==> src/rtl/ber_frame_counter.sv <==
// Bit/frame error accumulator: counts b1_error over NumFrames frames of FRAME_LEN bits
// and offers the totals through a valid/ready result handshake.
module ber_frame_counter #(
    parameter int FRAME_LEN = 48,
    parameter int CW        = 20,
    parameter int FW        = 16
) (
    input  logic          Clock,
    input  logic          nReset,
    input  logic          nClear,
    input  logic          Start,
    input  logic [FW-1:0] NumFrames,
    input  logic          ErrValid,
    input  logic          b1_error,
    output logic          Busy,
    output logic          FrameErr,
    output logic [CW-1:0] BitErrors,
    output logic [FW-1:0] FrameErrors,
    output logic [FW-1:0] FramesDone,
    output logic          Overflow,
    output logic          ResultValid,
    input  logic          ResultReady
);

    localparam int IW = (FRAME_LEN > 1) ? $clog2(FRAME_LEN) : 1;
    localparam logic [IW-1:0] LAST_IDX = IW'(FRAME_LEN - 1);

    typedef enum logic [1:0] {
        IDLE = 2'd0,
        RUN  = 2'd1,
        HOLD = 2'd2
    } state_t;

    state_t        state_q,     state_d;
    logic [IW-1:0] bit_idx_q,   bit_idx_d;
    logic [FW-1:0] target_q,    target_d;
    logic [CW-1:0] bit_err_q,   bit_err_d;
    logic [FW-1:0] frm_err_q,   frm_err_d;
    logic [FW-1:0] frames_q,    frames_d;
    logic          ovf_q,       ovf_d;
    logic          flag_q,      flag_d;
    logic          frame_err_q, frame_err_d;

    // Next-state and counter update logic
    always_comb begin
        state_d     = state_q;
        bit_idx_d   = bit_idx_q;
        target_d    = target_q;
        bit_err_d   = bit_err_q;
        frm_err_d   = frm_err_q;
        frames_d    = frames_q;
        ovf_d       = ovf_q;
        flag_d      = flag_q;
        frame_err_d = 1'b0;

        if (!nClear) begin
            state_d   = IDLE;
            bit_idx_d = '0;
            target_d  = '0;
            bit_err_d = '0;
            frm_err_d = '0;
            frames_d  = '0;
            ovf_d     = 1'b0;
            flag_d    = 1'b0;
        end else begin
            case (state_q)
                IDLE: begin
                    if (Start && (NumFrames != '0)) begin
                        state_d   = RUN;
                        target_d  = NumFrames;
                        bit_idx_d = '0;
                        bit_err_d = '0;
                        frm_err_d = '0;
                        frames_d  = '0;
                        ovf_d     = 1'b0;
                        flag_d    = 1'b0;
                    end else begin
                        state_d = IDLE;
                    end
                end
                RUN: begin
                    if (ErrValid) begin
                        // Saturate rather than wrap; a lost count marks the result as overflowed
                        if (b1_error && (bit_err_q == {CW{1'b1}})) begin
                            ovf_d = 1'b1;
                        end else if (b1_error) begin
                            bit_err_d = bit_err_q + CW'(1);
                        end else begin
                            bit_err_d = bit_err_q;
                        end
                        if (bit_idx_q == LAST_IDX) begin
                            bit_idx_d = '0;
                            frames_d  = frames_q + FW'(1);
                            flag_d    = 1'b0;
                            if (flag_q || b1_error) begin
                                frm_err_d   = frm_err_q + FW'(1);
                                frame_err_d = 1'b1;
                            end else begin
                                frame_err_d = 1'b0;
                            end
                            if ((frames_q + FW'(1)) == target_q) begin
                                state_d = HOLD;
                            end else begin
                                state_d = RUN;
                            end
                        end else begin
                            bit_idx_d = bit_idx_q + IW'(1);
                            flag_d    = flag_q | b1_error;
                        end
                    end else begin
                        state_d = RUN;
                    end
                end
                HOLD: begin
                    if (ResultReady) begin
                        state_d = IDLE;
                    end else begin
                        state_d = HOLD;
                    end
                end
                default: begin
                    state_d = IDLE;
                end
            endcase
        end
    end

    // State and counter registers
    always_ff @(posedge Clock or negedge nReset) begin
        if (!nReset) begin
            state_q     <= IDLE;
            bit_idx_q   <= '0;
            target_q    <= '0;
            bit_err_q   <= '0;
            frm_err_q   <= '0;
            frames_q    <= '0;
            ovf_q       <= 1'b0;
            flag_q      <= 1'b0;
            frame_err_q <= 1'b0;
        end else begin
            state_q     <= state_d;
            bit_idx_q   <= bit_idx_d;
            target_q    <= target_d;
            bit_err_q   <= bit_err_d;
            frm_err_q   <= frm_err_d;
            frames_q    <= frames_d;
            ovf_q       <= ovf_d;
            flag_q      <= flag_d;
            frame_err_q <= frame_err_d;
        end
    end

    assign Busy        = (state_q == RUN);
    assign ResultValid = (state_q == HOLD);
    assign FrameErr    = frame_err_q;
    assign BitErrors   = bit_err_q;
    assign FrameErrors = frm_err_q;
    assign FramesDone  = frames_q;
    assign Overflow    = ovf_q;

endmodule

==> config.mk <==
export PLATFORM = sky130hd
export DESIGN_NAME = ber_frame_counter
export DESIGN_NICKNAME = d
export VERILOG_FILES = /design/src/rtl/ber_frame_counter.sv
export SDC_FILE = /design/constraint.sdc
export NUM_CORES = 1
export LEC_CHECK = 0
export CORE_MARGIN = 3
export CORE_UTILIZATION = 45
export CTS_BUF_LIST = sky130_fd_sc_hd__clkbuf_8
export DETAILED_ROUTE_END_ITERATION = 8
export PLACE_DENSITY = 0.69
export SETUP_SLACK_MARGIN = 0.1
export SLEW_MARGIN = 25
export SYNTH_ARGS = -nofsm -noshare
export SYNTH_HDL_FRONTEND = slang
export SYNTH_SLANG_ARGS = --single-unit
==> constraint.sdc <==
create_clock -name Clock -period 2.7 [get_ports Clock]
set_input_delay 0.27 -clock Clock [delete_from_list [all_inputs] [get_ports Clock]]
set_output_delay 0.27 -clock Clock [all_outputs]
set_load 0.005 [all_outputs]
* After elaboration in Yosys (flattened, before gate mapping)
Cells that the tools add are included.
W data, S select, Z words.
** Storage, ports and cells
- Word-level logic and storage cells :: 86
- Bits of input ports :: 23
- Output and inout port bits :: 56
- Register bits :: 79
** Cells by class
- Reduce and logical (&&, ||, !) cells :: 11
- Equal/unequal tests :: 16
- $add $sub $neg :: 4
- Bitwise logic cells :: 1
- Mux-type cells :: 45
** Operator list (number)
- $mux W16 :: 11
- $mux W20 :: 5
- $pmux W16 S2 :: 2
- $pmux W20 S2 :: 1
- $add A16 B1 Y16 const B :: 2
- $mux W6 :: 4
- $add A20 B1 Y20 const B :: 1
- $eq A20 B20 Y1 const B :: 1
- $eq A16 B16 Y1 :: 1
- $reduce_bool A16 Y1 :: 1
- $mux W1 :: 13
- $ne A3 B3 Y1 const B :: 4
- $pmux W6 S2 :: 1
- $mux W2 :: 5
- $reduce_and A5 Y1 :: 2
- $ne A3 B2 Y1 const B :: 3
- $reduce_and A4 Y1 :: 2
- $add A6 B1 Y6 const B :: 1
- $eq A6 B6 Y1 const B :: 1
- $pmux W2 S3 :: 1
- $ne A2 B1 Y1 const B :: 2
- $ne A4 B3 Y1 const B :: 1
- $pmux W1 S2 :: 2
- $ne A3 B1 Y1 const B :: 1
- 8 further kinds :: 9

* Longest topological paths before layout
Gate-level depths: netlist of run 1.
- Depth in word-level cells :: 7
- Mapped depth :: 9
- Gate-level depth less buffers :: 8

* Worst setup path after synthesis of run 1
No wires, ideal clock.
- Path kind :: reg2reg
- From :: register frames_q[0], in the netlist FramesDone[0]
- To :: register state_q[0]
- Stages on the path, launching flop included :: 9
- Data required time :: 2563 ps
- Setup slack :: 324 ps
- Setup time :: 137 ps
- Path buffers :: 0
- Arrival time :: 2239 ps
- Period minus slack after synthesis :: 2376 ps
- Path through :: dfrtp_1 ha_1 nand3_1 or4_4 xor2_1 nor2_2 or4_4 nor3_1 a221oi_1
** Between the ends
- Longest elaborated chain between the ends :: 7
** Ends and longest elaborated chain
- start, declared :: line 39 : logic [FW-1:0] frames_q, frames_d;
- start signal, assigned :: line 146 : frames_q <= frames_d;
- $add A16 B1 Y16 :: line 101 : if ((frames_q + FW'(1)) == target_q) begin
- $eq A16 B16 Y1 :: line 101
- $mux W2 :: line 101
- $mux W2 :: line 91 : if (bit_idx_q == LAST_IDX) begin
- $mux W2 :: line 82 : if (ErrValid) begin
- $pmux W2 S3 :: line 66 : case (state_q)
- $mux W2 :: line 56 : if (!nClear) begin
- end signal, assigned :: line 141 : state_q <= state_d;
- end, declared :: line 34 : state_t state_q, state_d;
No other way between the ends. The select of a mux whose other input is x is not followed.
A chain may end at the register's enable or synchronous reset.

* Worst setup path after layout of run 1
- From :: register frames_q[5], in the netlist FramesDone[5]
- To :: register state_q[1]
The elaborated chain is that of the path after synthesis.

==> qor.yml, run 1 <==
status: "finished, final reports clean"
fin_crit_ns: 2.446
synth_area_per_cell_um2: 9.407
grt_pass1_wl_mm: 17.93
worst_slew_pin_slew_ns: 0.7258
arrival_ns: 2.73
root_buffer: "clkbuf_8"
worst_path_most_repeated_cell: "or4_4"
seq_area_frac_synth_pct: 45.19
synth-edff-count: 0
syn_nets: 492
grt_setup_unrepaired: "no"
rows: 35
critPathTopFamily: "simple AND/OR/NAND/NOR gates"
end_kind: "flop"
internal_power_uw: 1745
n_antenna_cell: 0
hold_viol: 0
htree_levels: 3
gp_congestion: 0.8467
max-slew-margin-rel_pct: 51.62
rr_endpoint: "state_q[1]$_DFFE_PN0P_"
sw_frac_of_total_pct: 26.17
syn-cell-area_um2: 4374
insertion_delay_ns: 0.35
required_ns: 2.99
port_buffers: 78
maxCapViolations: 0
via_per_inst: 5.353
start_util_pct: 46.89
critical_path.max_stage_delay_ns: 0.55
synth_area_leaders: "dfrtp_1, nor2_1, xor2_1, mux2i_1, nand2_1"
combPwrFrac_pct: 11.6
die-area_um2: 10940
grt-ovfl-total: 0
firstDrtPassIters: 5
cts_buffer_depth: 2
path_depth: 7
post-cts-setup-buffers: 0
fmax_mhz: 408.9
clkSinkCount: 79
dr_total_vias: 3715
io_pins: 79
finalMaxSlewViolations: 0
die_h_um: 104.6
cp_max_fo: 7
synth_top_flop_cell: "dfrtp_1"
yosys.area.top_type: "dfrtp_1"
p_switching_uw: 618.8
yosysMostFrequentCell: "dfrtp_1"
synth_top_area_share_pct: 45.19
clkTransAtPathRegs_ns: 0.09
p_leak_uw: 0.002392
finalCritPeriodShare_pct: 90.58
ant_nets: 0
start_kind: "flop"
synthToLayoutAreaGrowth_pct: 28.49
cts_tree: "built"
reg2reg_depth: 7
regArea_um2: 1979
antenna_found_initial: 0
power.density_nw_per_um2: 420.6
fin_skew_ns: 0.01230
r2r_start: "FramesDone[5]$_DFFE_PN0P_"
endpoint: "state_q[1]$_DFFE_PN0P_"
cp-startpoint: "FramesDone[5]$_DFFE_PN0P_"
fill_cells: 826
grt_max_degree: 80
drive_gt1_share_pct: 10.62
yosysWarnings: 0
grt_pass1_vias: 3558
die_w_um: 104.6
crit_buf_inv: 0
grt_usage_pct: 20.07
synth_cell_type_count: 59
crit_chain: "nand3_4 -> or4_4 -> xor2_1 -> nor2_2 -> or4_4 -> nor4_2 -> o211a_1"
worstSetupPathType: "reg -> reg"
setup_viol_count_final: 0
dp_hpwl_mm: 7.896
post-route-drc-count: 0
placed_cells: 677
nets: 587
vdd_drop_max_uv: 263.2
p_clk_share_pct: 36.5
rrSetupSlack_ns: 0.25
async_flop_share_pct: 100.0
wl_per_cell_um: 15.36
numCtsBuffers: 9
power_frac_seq_pct: 51.9
drt-total-wl_mm: 10.66
netlist_instances: 465
multi_input_area_um2: 2321
hold_path_class: "reg -> reg"
core-area_um2: 9328
fin_setup_tns_ns: 0
fin_cells: 694
drt_iter0_markers: 149
fin_util_pct: 60.25
ys_ff_latch: 79
synth_commonest_cells: "dfrtp_1, nor2_1, nand2_1"
cp_slowest_cell: "or4_4"
[placed cells by master, fill, tap and decap left out, types with 9 or more instances in the layout]
cell / synthesis / final
dfrtp_1: 79 / 77
clkdlybuf4s50_1: 0 / 77
nand3_1: 26 / 26
and3_1: 10 / 10
nand2_1: 47 / 47
xnor2_1: 20 / 20
mux2i_1: 19 / 19
a21oi_1: 9 / 9
nor2_1: 77 / 77
buf_4: 0 / 17
clkbuf_8: 0 / 9
xor2_1: 29 / 29
o21ai_0: 24 / 24
[flip-flops by register name, indices dropped and copies added (netlist names)]
register	count
BitErrors	20
FrameErrors	16
FramesDone	16
target_q	16
bit_idx_q	6
state_q	2
FrameErr	1
Overflow	1
flag_q	1
[cell type report]
class                           count  share of cell area (%)
Multi-Input combinational cell    365                   41.30
Inverter                            8                  0.5343
Sequential cell                    79                   35.22
Clock inverter                      7                   1.158
Clock buffer                        9                   2.204
Timing Repair Buffer               97                   16.72
Tap cell                          129                   2.872
[metal layers]
layer  wire (µm)  part of all wire (%)  vias to the layer above  GRT usage, %
li1            -                     -                     1829             -
met1        4638                    44                     1779         26.53
met2        5382                    50                       97         33.67
met3         499                   4.7                       10         3.582
met4         140                   1.3                        0         6.186
met5           0                     0                        -             0
[cell families (layout without fill, tap and decap cells)]
family                     Yosys count  count (layout)  share of synthesized area, %
and+or+nand+nor                    226             226                         26.95
DFF                                 79              79                         45.19
AOI/OAI and AO/OA                   66              66                         9.955
xor gates and xnor gates            50              50                         10.18
buffers and inverters               21             121                         2.231
muxes                               19              19                         4.348
adders and majority gates            4               4                         1.144
[worst min path at each step]
stage | from | to | slack [ns] | cells past startpoint
finish | flag_q$_DFFE_PN0P_ | flag_q$_DFFE_PN0P_ | 0.50 | 2
global route | NumFrames[13] | target_q[13]$_DFFE_PN0P_ | 0.54 | 3
CTS | nReset | FrameErrors[5]$_DFFE_PN0P_ | 0.12 | 1
detailed placement | flag_q$_DFFE_PN0P_ | flag_q$_DFFE_PN0P_ | 0.49 | 2
global placement | flag_q$_DFFE_PN0P_ | flag_q$_DFFE_PN0P_ | 0.48 | 2
floorplan | nReset | BitErrors[0]$_DFFE_PN0P_ | -0.03 | 0
[worst register-to-register path, stage by stage, from the launching register on]
cell	delay, ns
dfrtp_1	0.54
nand3_4	0.18
or4_4	0.55
xor2_1	0.18
nor2_2	0.05
or4_4	0.53
nor4_2	0.19
o211a_1	0.17
[stage by stage]
step	worst slack (ns)	hold WS (ns)	area [µm²]	total power (µW)
2_1_floorplan	0.3238	-0.02559	4374	1388
3_5_place_dp	0.07758	0.4933	5398	1523
5_1_grt	0.1059	0.5433	5620	2482
4_1_cts	0.1347	0.1206	5589	2389
3_3_place_gp	0.1548	0.4798	5398	1518
6_report	0.2543	0.5039	5620	2364
[power by group through the flow]
stage                     registers [µW]  logic, µW  clock network, µW
after global placement              1250        269                  0
after CTS                           1230        275                888
final                               1230        275                863
after global routing                1230        305                947
after detailed placement            1250        274                  0
after floorplan                     1240        144                  0
[what timing repair did]
action	4_1_cts	5_1_grt
gates resized for setup	1	4
endpoints found under the hold margin	0	3
setup endpoints to repair	1	2
hold buffers	0	1
Note: power is estimated with default switching activity, not from simulation.
==> run 2: changes to the inputs <==
==> constraint.sdc (replaced) <==
create_clock -name Clock -period 3 [get_ports Clock]
set_input_delay 0.3 -clock Clock [delete_from_list [all_inputs] [get_ports Clock]]
set_output_delay 0.3 -clock Clock [all_outputs]
set_load 0.005 [all_outputs]
==> qor.yml, run 2 (synthesized netlist as in run 1, its figures left out) <==
drt-total-wl_mm: 11.11  # was 10.66 mm
root_buffer: "clkbuf_8"  # unchanged
clkSinkCount: 79  # unchanged
nets: 579  # was 587
start_util_pct: 46.89  # unchanged
power.density_nw_per_um2: 383.6  # was 420.6 nW/µm²
hold_viol: 12  # was 0
required_ns: 3.23  # was 2.99 ns
antenna_found_initial: 0  # unchanged
p_leak_uw: 0.002357  # was 0.002392 µW
layout_commonest_cell: "dfrtp_1"
grt_pass1_wl_mm: 18.77  # was 17.93 mm
worstSetupPathType: "reg -> reg"  # unchanged
crit_buf_inv: 0  # unchanged
hold_path_class: "in -> async"  # was reg -> reg
synthToLayoutAreaGrowth_pct: 26.60  # was 28.49%
io_pins: 79  # unchanged
firstDrtPassIters: 5  # unchanged
crit_chain: "ha_1 -> nand3_1 -> or4_4 -> xor2_1 -> nor2_2 -> or4_4 -> nor3_1 -> a221oi_1"  # was nand3_4 -> or4_4 -> xor2_1 -> nor2_2 -> or4_4 -> nor4_2 -> o211a_1
insertion_delay_ns: 0.35  # about the same
status: "complete, but fails checks"  # was finished, final reports clean
fin_util_pct: 59.37  # was 60.25%
grt_max_degree: 80  # unchanged
setup_viol_count_final: 0  # unchanged
multi_input_area_um2: 2303  # was 2321 µm²
drt_iter0_markers: 179  # was 149
htree_levels: 3  # unchanged
arrival_ns: 2.79  # was 2.73 ns
core-area_um2: 9328  # unchanged
dr_total_vias: 3805  # was 3,715
worst_slack_ns: 0.4369  # was 0.2543 ns
vdd_drop_max_uv: 247.1  # was 263.2 µV
end_kind: "flop"  # unchanged
grt_pass1_vias: 3827  # was 3,558
cp_max_fo: 7  # unchanged
gp_congestion: 0.8838  # was 0.8467
grt_setup_unrepaired: "no"  # unchanged
violations: "hold timing"
rows: 35  # unchanged
cts-resized-gates: 0  # was 1
cts_hold_buf: 0  # unchanged
post-route-drc-count: 0  # unchanged
rrSetupSlack_ns: 0.44  # was 0.25 ns
fin_crit_ns: 2.563  # was 2.446 ns
reg2reg_depth: 8  # was 7
ant_nets: 0  # unchanged
wl_per_cell_um: 16.20  # was 15.36 µm
port_buffers: 78  # unchanged
largest_register_ffs: 20  # unchanged
regArea_um2: 1977  # was 1979 µm²
mostFrequentLayoutCells: "dfrtp_1, nor2_1, clkdlybuf4s50_1"  # unchanged
cts_tree: "built"  # unchanged
worst_path_most_repeated_cell: "or4_4"  # unchanged
rr_endpoint: "state_q[0]$_DFFE_PN0P_"  # was state_q[1]$_DFFE_PN0P_
worst_slew_pin_slew_ns: 0.7202  # was 0.7258 ns
max-slew-margin-rel_pct: 51.99  # was 51.62%
grt-ovfl-total: 0  # unchanged
n_antenna_cell: 0  # unchanged
dp_hpwl_mm: 8.107  # was 7.896 mm
die_w_um: 104.6  # unchanged
finalMaxSlewViolations: 0  # unchanged
drive_gt1_share_pct: 8.797  # was 10.62%
fin_skew_ns: 0.01025  # was 0.01230 ns
post-cts-setup-buffers: 0  # unchanged
holdWs_ns: -0.01423  # was 0.5039 ns
cts_buffer_depth: 2  # unchanged
die_h_um: 104.6  # unchanged
maxCapViolations: 0  # unchanged
critical_path.max_stage_delay_ns: 0.53  # was 0.55 ns
fin_setup_tns_ns: 0  # unchanged
numCtsBuffers: 9  # unchanged
critPathTopFamily: "simple AND/OR/NAND/NOR gates"  # unchanged
cp_slowest_cell: "or4_4"  # unchanged
post-place-ws_ns: 0.2822  # was 0.07758 ns
grt_usage_pct: 20.86  # was 20.07%
via_per_inst: 5.547  # was 5.353
fmax_mhz: 390.1  # was 408.9 MHz
finalCritPeriodShare_pct: 85.44  # was 90.58%
r2r_start: "FramesDone[1]$_DFFE_PN0P_"  # was FramesDone[5]$_DFFE_PN0P_
fill_cells: 846  # was 826
die-area_um2: 10940  # unchanged
start_kind: "flop"  # unchanged
clkTransAtPathRegs_ns: 0.09  # about the same
## run 2: cell count changes in the layout (fill, tap and decap cells not counted)
cell and delta:
buf_4 -7, dfrtp_1 +2, dfrtp_2 -2, dlygate4sd3_1 -1, ha_1 +1, ha_4 -1, nor3_1 +1, nor3_2 -1
## run 2: final cells by class
type,instances,area share [%]
inverter,8,0.5423
timing repair buffer,89,15.84
clock inverter,7,1.175
multi-input combinational,365,41.60
clock buffer,9,2.237
tap,129,2.915
sequential,79,35.70
## run 2: report_power, final
part	total (µW)	switching [µW]	internal [µW]
registers	1100	19.8	1080
logic	243	141	102
clock network	778	399	379
## run 2: metrics by stage
stage	cells	power, µW	area [µm²]	hold slack, ns
detailed placement	670	1368	5345	0.5030
floorplan	465	1249	4374	0.004409
global route	686	2228	5538	0.02752
CTS	686	2145	5534	0.1508
global placement	670	1364	5345	0.4781
finish	686	2124	5538	-0.01423
## run 2: worst max-delay path by stage
stage	depth (start not counted)	slack, ns	to	startpoint
after floorplan	8	0.62	state_q[0]$_DFFE_PN0P_	FramesDone[0]$_DFFE_PN0P_
after detailed placement	8	0.28	FramesDone[0]$_DFFE_PN0P_	NumFrames[0]
after global routing	8	0.22	state_q[0]$_DFFE_PN0P_	FramesDone[1]$_DFFE_PN0P_
after global placement	8	0.25	FramesDone[12]$_DFFE_PN0P_	NumFrames[0]
after CTS	8	0.45	state_q[0]$_DFFE_PN0P_	FramesDone[1]$_DFFE_PN0P_
final	8	0.44	state_q[0]$_DFFE_PN0P_	FramesDone[1]$_DFFE_PN0P_
## run 2: routing by layer
layer | global-route usage [%] | vias up | share of wire, %
met5 | 0 | - | 0
met4 | 9.278 | 0 | 3.2
met3 | 3.706 | 25 | 5.4
met2 | 35.06 | 117 | 48
met1 | 26.30 | 1856 | 43
li1 | - | 1807 | -
## run 2: worst reg2reg max path: stages, from the launching register on
cell and delay (ns):
dfrtp_1 0.45, ha_1 0.32, nand3_1 0.17, or4_4 0.48
xor2_1 0.19, nor2_2 0.04, or4_4 0.53, nor3_1 0.17
a221oi_1 0.10
==> run 3: changes to the inputs <==
==> constraint.sdc (replaced) <==
create_clock -name Clock -period 3.1 [get_ports Clock]
set_input_delay 0.31 -clock Clock [delete_from_list [all_inputs] [get_ports Clock]]
set_output_delay 0.31 -clock Clock [all_outputs]
set_load 0.005 [all_outputs]
==> qor.yml, run 3 (synthesized netlist as in run 1, its figures left out) <==
clkSinkCount: 79  # unchanged
nets: 578  # was 579
status: "complete, but fails checks"  # unchanged
finalMaxSlewViolations: 0  # unchanged
setup_viol_count_final: 0  # unchanged
root_buffer: "clkbuf_8"  # unchanged
worst_slew_pin_slew_ns: 0.7400  # was 0.7202 ns
rrSetupSlack_ns: 0.47  # was 0.44 ns
arrival_ns: 2.86  # was 2.79 ns
critical_path.max_stage_delay_ns: 0.53  # about the same
rr_endpoint: "state_q[0]$_DFFE_PN0P_"  # unchanged
firstDrtPassIters: 4  # was 5
finalCritPeriodShare_pct: 84.71  # was 85.44%
antenna_found_initial: 0  # unchanged
port_buffers: 78  # unchanged
cts_buffer_depth: 2  # unchanged
grt-ovfl-total: 0  # unchanged
rows: 35  # unchanged
drive_gt1_share_pct: 8.633  # was 8.797%
regArea_um2: 1977  # unchanged
dp_hpwl_mm: 7.923  # was 8.107 mm
multi_input_area_um2: 2303  # unchanged
holdWs_ns: -0.03517  # was -0.01423 ns
fill_cells: 822  # was 846
start_kind: "flop"  # unchanged
worst_path_most_repeated_cell: "or4_4"  # unchanged
dr_total_vias: 3697  # was 3,805
drt-total-wl_mm: 10.92  # was 11.11 mm
start_util_pct: 46.89  # unchanged
via_per_inst: 5.397  # was 5.547
p_leak_uw: 0.002354  # was 0.002357 µW
clkTransAtPathRegs_ns: 0.09  # about the same
synthToLayoutAreaGrowth_pct: 26.54  # was 26.60%
post-route-drc-count: 0  # unchanged
hold_viol: 18  # was 12
worstSetupPathType: "reg -> reg"  # unchanged
gp_congestion: 0.8430  # was 0.8838
reg2reg_depth: 8  # unchanged
largest_register_ffs: 20  # unchanged
cts_tree: "built"  # unchanged
htree_levels: 3  # unchanged
cp_slowest_cell: "or4_4"  # unchanged
grt_max_degree: 80  # unchanged
max-slew-margin-rel_pct: 50.67  # was 51.99%
cp_max_fo: 8  # was 7
grt_pass1_wl_mm: 18.50  # was 18.77 mm
maxCapViolations: 0  # unchanged
r2r_start: "FramesDone[0]$_DFFE_PN0P_"  # was FramesDone[1]$_DFFE_PN0P_
io_pins: 79  # unchanged
fin_setup_tns_ns: 0  # unchanged
fin_skew_ns: 0.01297  # was 0.01025 ns
grt_usage_pct: 20.96  # was 20.86%
die-area_um2: 10940  # unchanged
layout_commonest_cell: "dfrtp_1"  # unchanged
n_antenna_cell: 0  # unchanged
grt_pass1_vias: 3684  # was 3,827
cts_hold_buf: 0  # unchanged
die_w_um: 104.6  # unchanged
power.density_nw_per_um2: 381.5  # was 383.6 nW/µm²
hold_path_class: "in -> async"  # unchanged
violations: "hold timing"  # unchanged
fmax_mhz: 380.8  # was 390.1 MHz
die_h_um: 104.6  # unchanged
fin_util_pct: 59.34  # was 59.37%
ant_nets: 0  # unchanged
fin_crit_ns: 2.626  # was 2.563 ns
drt_iter0_markers: 134  # was 179
wl_per_cell_um: 15.94  # was 16.20 µm
crit_chain: "ha_1 -> nand3_1 -> or4_4 -> xor2_1 -> nor2_2 -> or4_4 -> nor3_1 -> a221oi_1"  # unchanged
cts-resized-gates: 0  # unchanged
end_kind: "flop"  # unchanged
vdd_drop_max_uv: 187.6  # was 247.1 µV
mostFrequentLayoutCells: "dfrtp_1, nor2_1, clkdlybuf4s50_1"  # unchanged
insertion_delay_ns: 0.37  # was 0.35 ns
core-area_um2: 9328  # unchanged
numCtsBuffers: 9  # unchanged
required_ns: 3.33  # was 3.23 ns
grt_setup_unrepaired: "no"  # unchanged
post-cts-setup-buffers: 0  # unchanged
-- run 3: area by class of cell --
cell class,instances,area share (%)
Clock inverter,6,1.243
Inverter,8,0.5425
Sequential cell,79,35.71
Multi-Input combinational cell,365,41.61
Clock buffer,10,2.486
Tap cell,129,2.916
Timing Repair Buffer,88,15.48
-- run 3: metrics by stage --
step           setup WS [ns]  power [µW]  area [µm²]  cells  hold slack (ns)
3_3_place_gp          0.4129        1315        5325    669           0.4798
3_5_place_dp          0.3842        1319        5325    669           0.4995
4_1_cts               0.4878        2132        5532    685           0.1459
2_1_floorplan         0.7238        1209        4374    465          0.01441
5_1_grt               0.2339        2202        5535    685          0.02318
6_report              0.4741        2112        5535    685         -0.03517
-- run 3: per-layer routing --
metal,track usage (%),vias up,wire (µm)
met5,0,-,0
met4,8.622,0,259
met3,3.768,21,505
met2,35.33,88,5306
met1,26.66,1785,4845
li1,-,1803,-
-- run 3: worst max-delay path by stage --
stage / slack (ns) / start / depth (start not counted) / to
after floorplan: 0.72 / FramesDone[0]$_DFFE_PN0P_ / 8 / state_q[0]$_DFFE_PN0P_
after global placement: 0.41 / ErrValid / 8 / FramesDone[13]$_DFFE_PN0P_
after detailed placement: 0.38 / ErrValid / 8 / FramesDone[2]$_DFFE_PN0P_
after CTS: 0.49 / FramesDone[0]$_DFFE_PN0P_ / 8 / state_q[0]$_DFFE_PN0P_
after global routing: 0.23 / FramesDone[0]$_DFFE_PN0P_ / 8 / state_q[0]$_DFFE_PN0P_
final: 0.47 / FramesDone[0]$_DFFE_PN0P_ / 8 / state_q[0]$_DFFE_PN0P_
-- run 3: where the power goes --
group / switching (µW) / internal (µW) / total, µW / leakage [µW]
clock: 416 / 399 / 814 / 0.000108
sequential: 20.5 / 1050 / 1070 / 0.00109
combinational: 134 / 95.1 / 229 / 0.00115
total: 570 / 1540 / 2110 / 0.00235
-- run 3: critical path: cells and delay by family, from the launching register on --
kind / cells / cell delay (ns)
simple gates: 5 / 1.39
flops: 1 / 0.49
fa+ha+maj: 1 / 0.32
xor+xnor: 1 / 0.18
compound gates: 1 / 0.11
==> edit, RTL diff (settings of run 1) <==
Compare `bit_idx_q` against `LAST_IDX` with >= in place of ==.
--- a/src/rtl/ber_frame_counter.sv
+++ b/src/rtl/ber_frame_counter.sv
@@ -88,7 +88,7 @@
                         end else begin
                             bit_err_d = bit_err_q;
                         end
-                        if (bit_idx_q == LAST_IDX) begin
+                        if (bit_idx_q >= LAST_IDX) begin
                             bit_idx_d = '0;
                             frames_d  = frames_q + FW'(1);
                             flag_d    = 1'b0;
Behaviour: same outputs for any inputs over 10 cycles, from zero or initial values and one cycle with nReset low; that may be too few to reach the edited logic, so the function may still have changed.
==> edit against run 1 <==
Power up 6.7%; clock skew fell by 1.3 ps; critical endpoint is now state_q[0]; setup slack worse by 16 ps; synthesized cell count is 4.5% lower; sequential cell count is the same; routed wire length increased by 3.9%; synthesized area down 3.0%; design area down 4.2%.
==> edit: results <==
[clocking]
cts_buffers = 9
clk_latency_ps = 350
cts_setup_buffers = 0
htree_num_levels = 3
clk_path_buf_depth = 2
clkSlewWorstSetupHoldPaths_ps = 80
cts-root-buf = clkbuf_8

[placement]
dp_hpwl_mm = 7.99
place_congestion = 0.886
placed_area_um2 = 5140
place_inst = 620
port_buffers = 78
dp_worst_setup_slack_ps = 168

[global_routing]
grt_pass1_wl_mm = 18.8
grt_max_degree = 80
grt_usage_pct = 22.5
antenna_found_initial = 0

[cells_and_area]
n_antenna_cell = 0
largest_reg_flops = 20
nets = 551
drive_gt1_share_pct = 7.95

[sta]
skew_ps = 11.0
finalSetupViolCount = 0
tightest_slew_ps = 708

[route]
wl_per_cell_um = 17.4
num_vias = 3662
dr.pass1.iters = 4
vias_per_cell = 5.76
drt_iter0_markers = 180

[logic_synthesis]
synthTopCellsByCount = dfrtp_1, nor2_1, xor2_1, nand2_1, o21ai_0
syn_inst = 444
synth_nets = 471
ys_async_sr_fraction_pct = 100
synth_warnings = 0
yosys-top-cells-area = dfrtp_1, xor2_1, nor2_1, xnor2_1, o21ai_0
synth.distinct_cells = 50
ys_seq_area_share_pct = 46.6

[worst_setup_path]
crit_arrival_ps = 2700
worstPathMaxFanout = 6
cp_slowest_cell = dfrtp_2
slowest_delay_ps = 420
path_delay_family = simple AND/OR/NAND/NOR gates

[min_path]
hold_path.class = primary input to async pin

[power]
peakVddDrop_uv = 336
p_leak_nw = 2.22

[outcome]
status = finished, final reports clean
==> edit: changes by cell type after synthesis, sizes merged, moves of 5 or more <==
cell   delta
a22o     +17
mux2i    -17
nand2    -17
nor2     -16
buf       +7
nand4     +7
and4      -5
nor4      +5
==> edit: repair_timing <==
| item | 4_1_cts | 5_1_grt |
|---|---|---|
| endpoints found under the setup margin | 0 | 1 |
| hold buffers | 0 | 1 |
| resized for setup | 0 | 4 |
| endpoints found under the hold margin | 0 | 14 |
==> edit: routing by layer <==
metal  share of wire [%]  wire, µm  vias up  track usage, %
met5                   0         0        -               0
met1                  47      5230     1802            31.3
met4                 1.2       129        0            6.27
li1                    -         -     1753               -
met2                  47      5220       96            35.6
met3                 4.4       485       11            4.74
==> edit: power breakdown <==
part           internal, mW  switching (mW)
sequential             1.21          0.0325
combinational         0.132           0.182
clock                 0.535           0.429
total                  1.88           0.643
==> edit: path summary, 6_finish.rpt <==
| path | startpoint | endpoint | slack (ps) | cells past startpoint |
|---|---|---|---|---|
| setup / recovery | FramesDone[1] | state_q[0] | 240 | 9 |
| hold / removal | nReset | FramesDone[7] | 500 | 2 |
| setup reg to reg | FramesDone[1] | state_q[0] | 240 | 9 |
| hold reg to reg | flag_q | flag_q | 500 | 1 |
| max in group asynchronous | nReset | FramesDone[1] | 1670 | 2 |
| min in group Clock | flag_q | flag_q | 500 | 1 |
==> edit: kinds of logic after synthesis <==
group,after synthesis,share of synthesized area (%)
simple gates,189,22.1
xor+xnor,55,11.4
mux,3,0.737
compound gates,89,15.3
fa+ha+maj,4,1.18
flops,79,46.6
buf+inv,25,2.74
==> edit: cell type report <==
cell class	instances	area (µm²)
fill	768	3550
multi-input combinational	340	2170
sequential	79	1980
timing repair buffer	90	875
clock buffer	10	138
tap	108	135
clock inverter	5	75.1
inverter	4	15.0
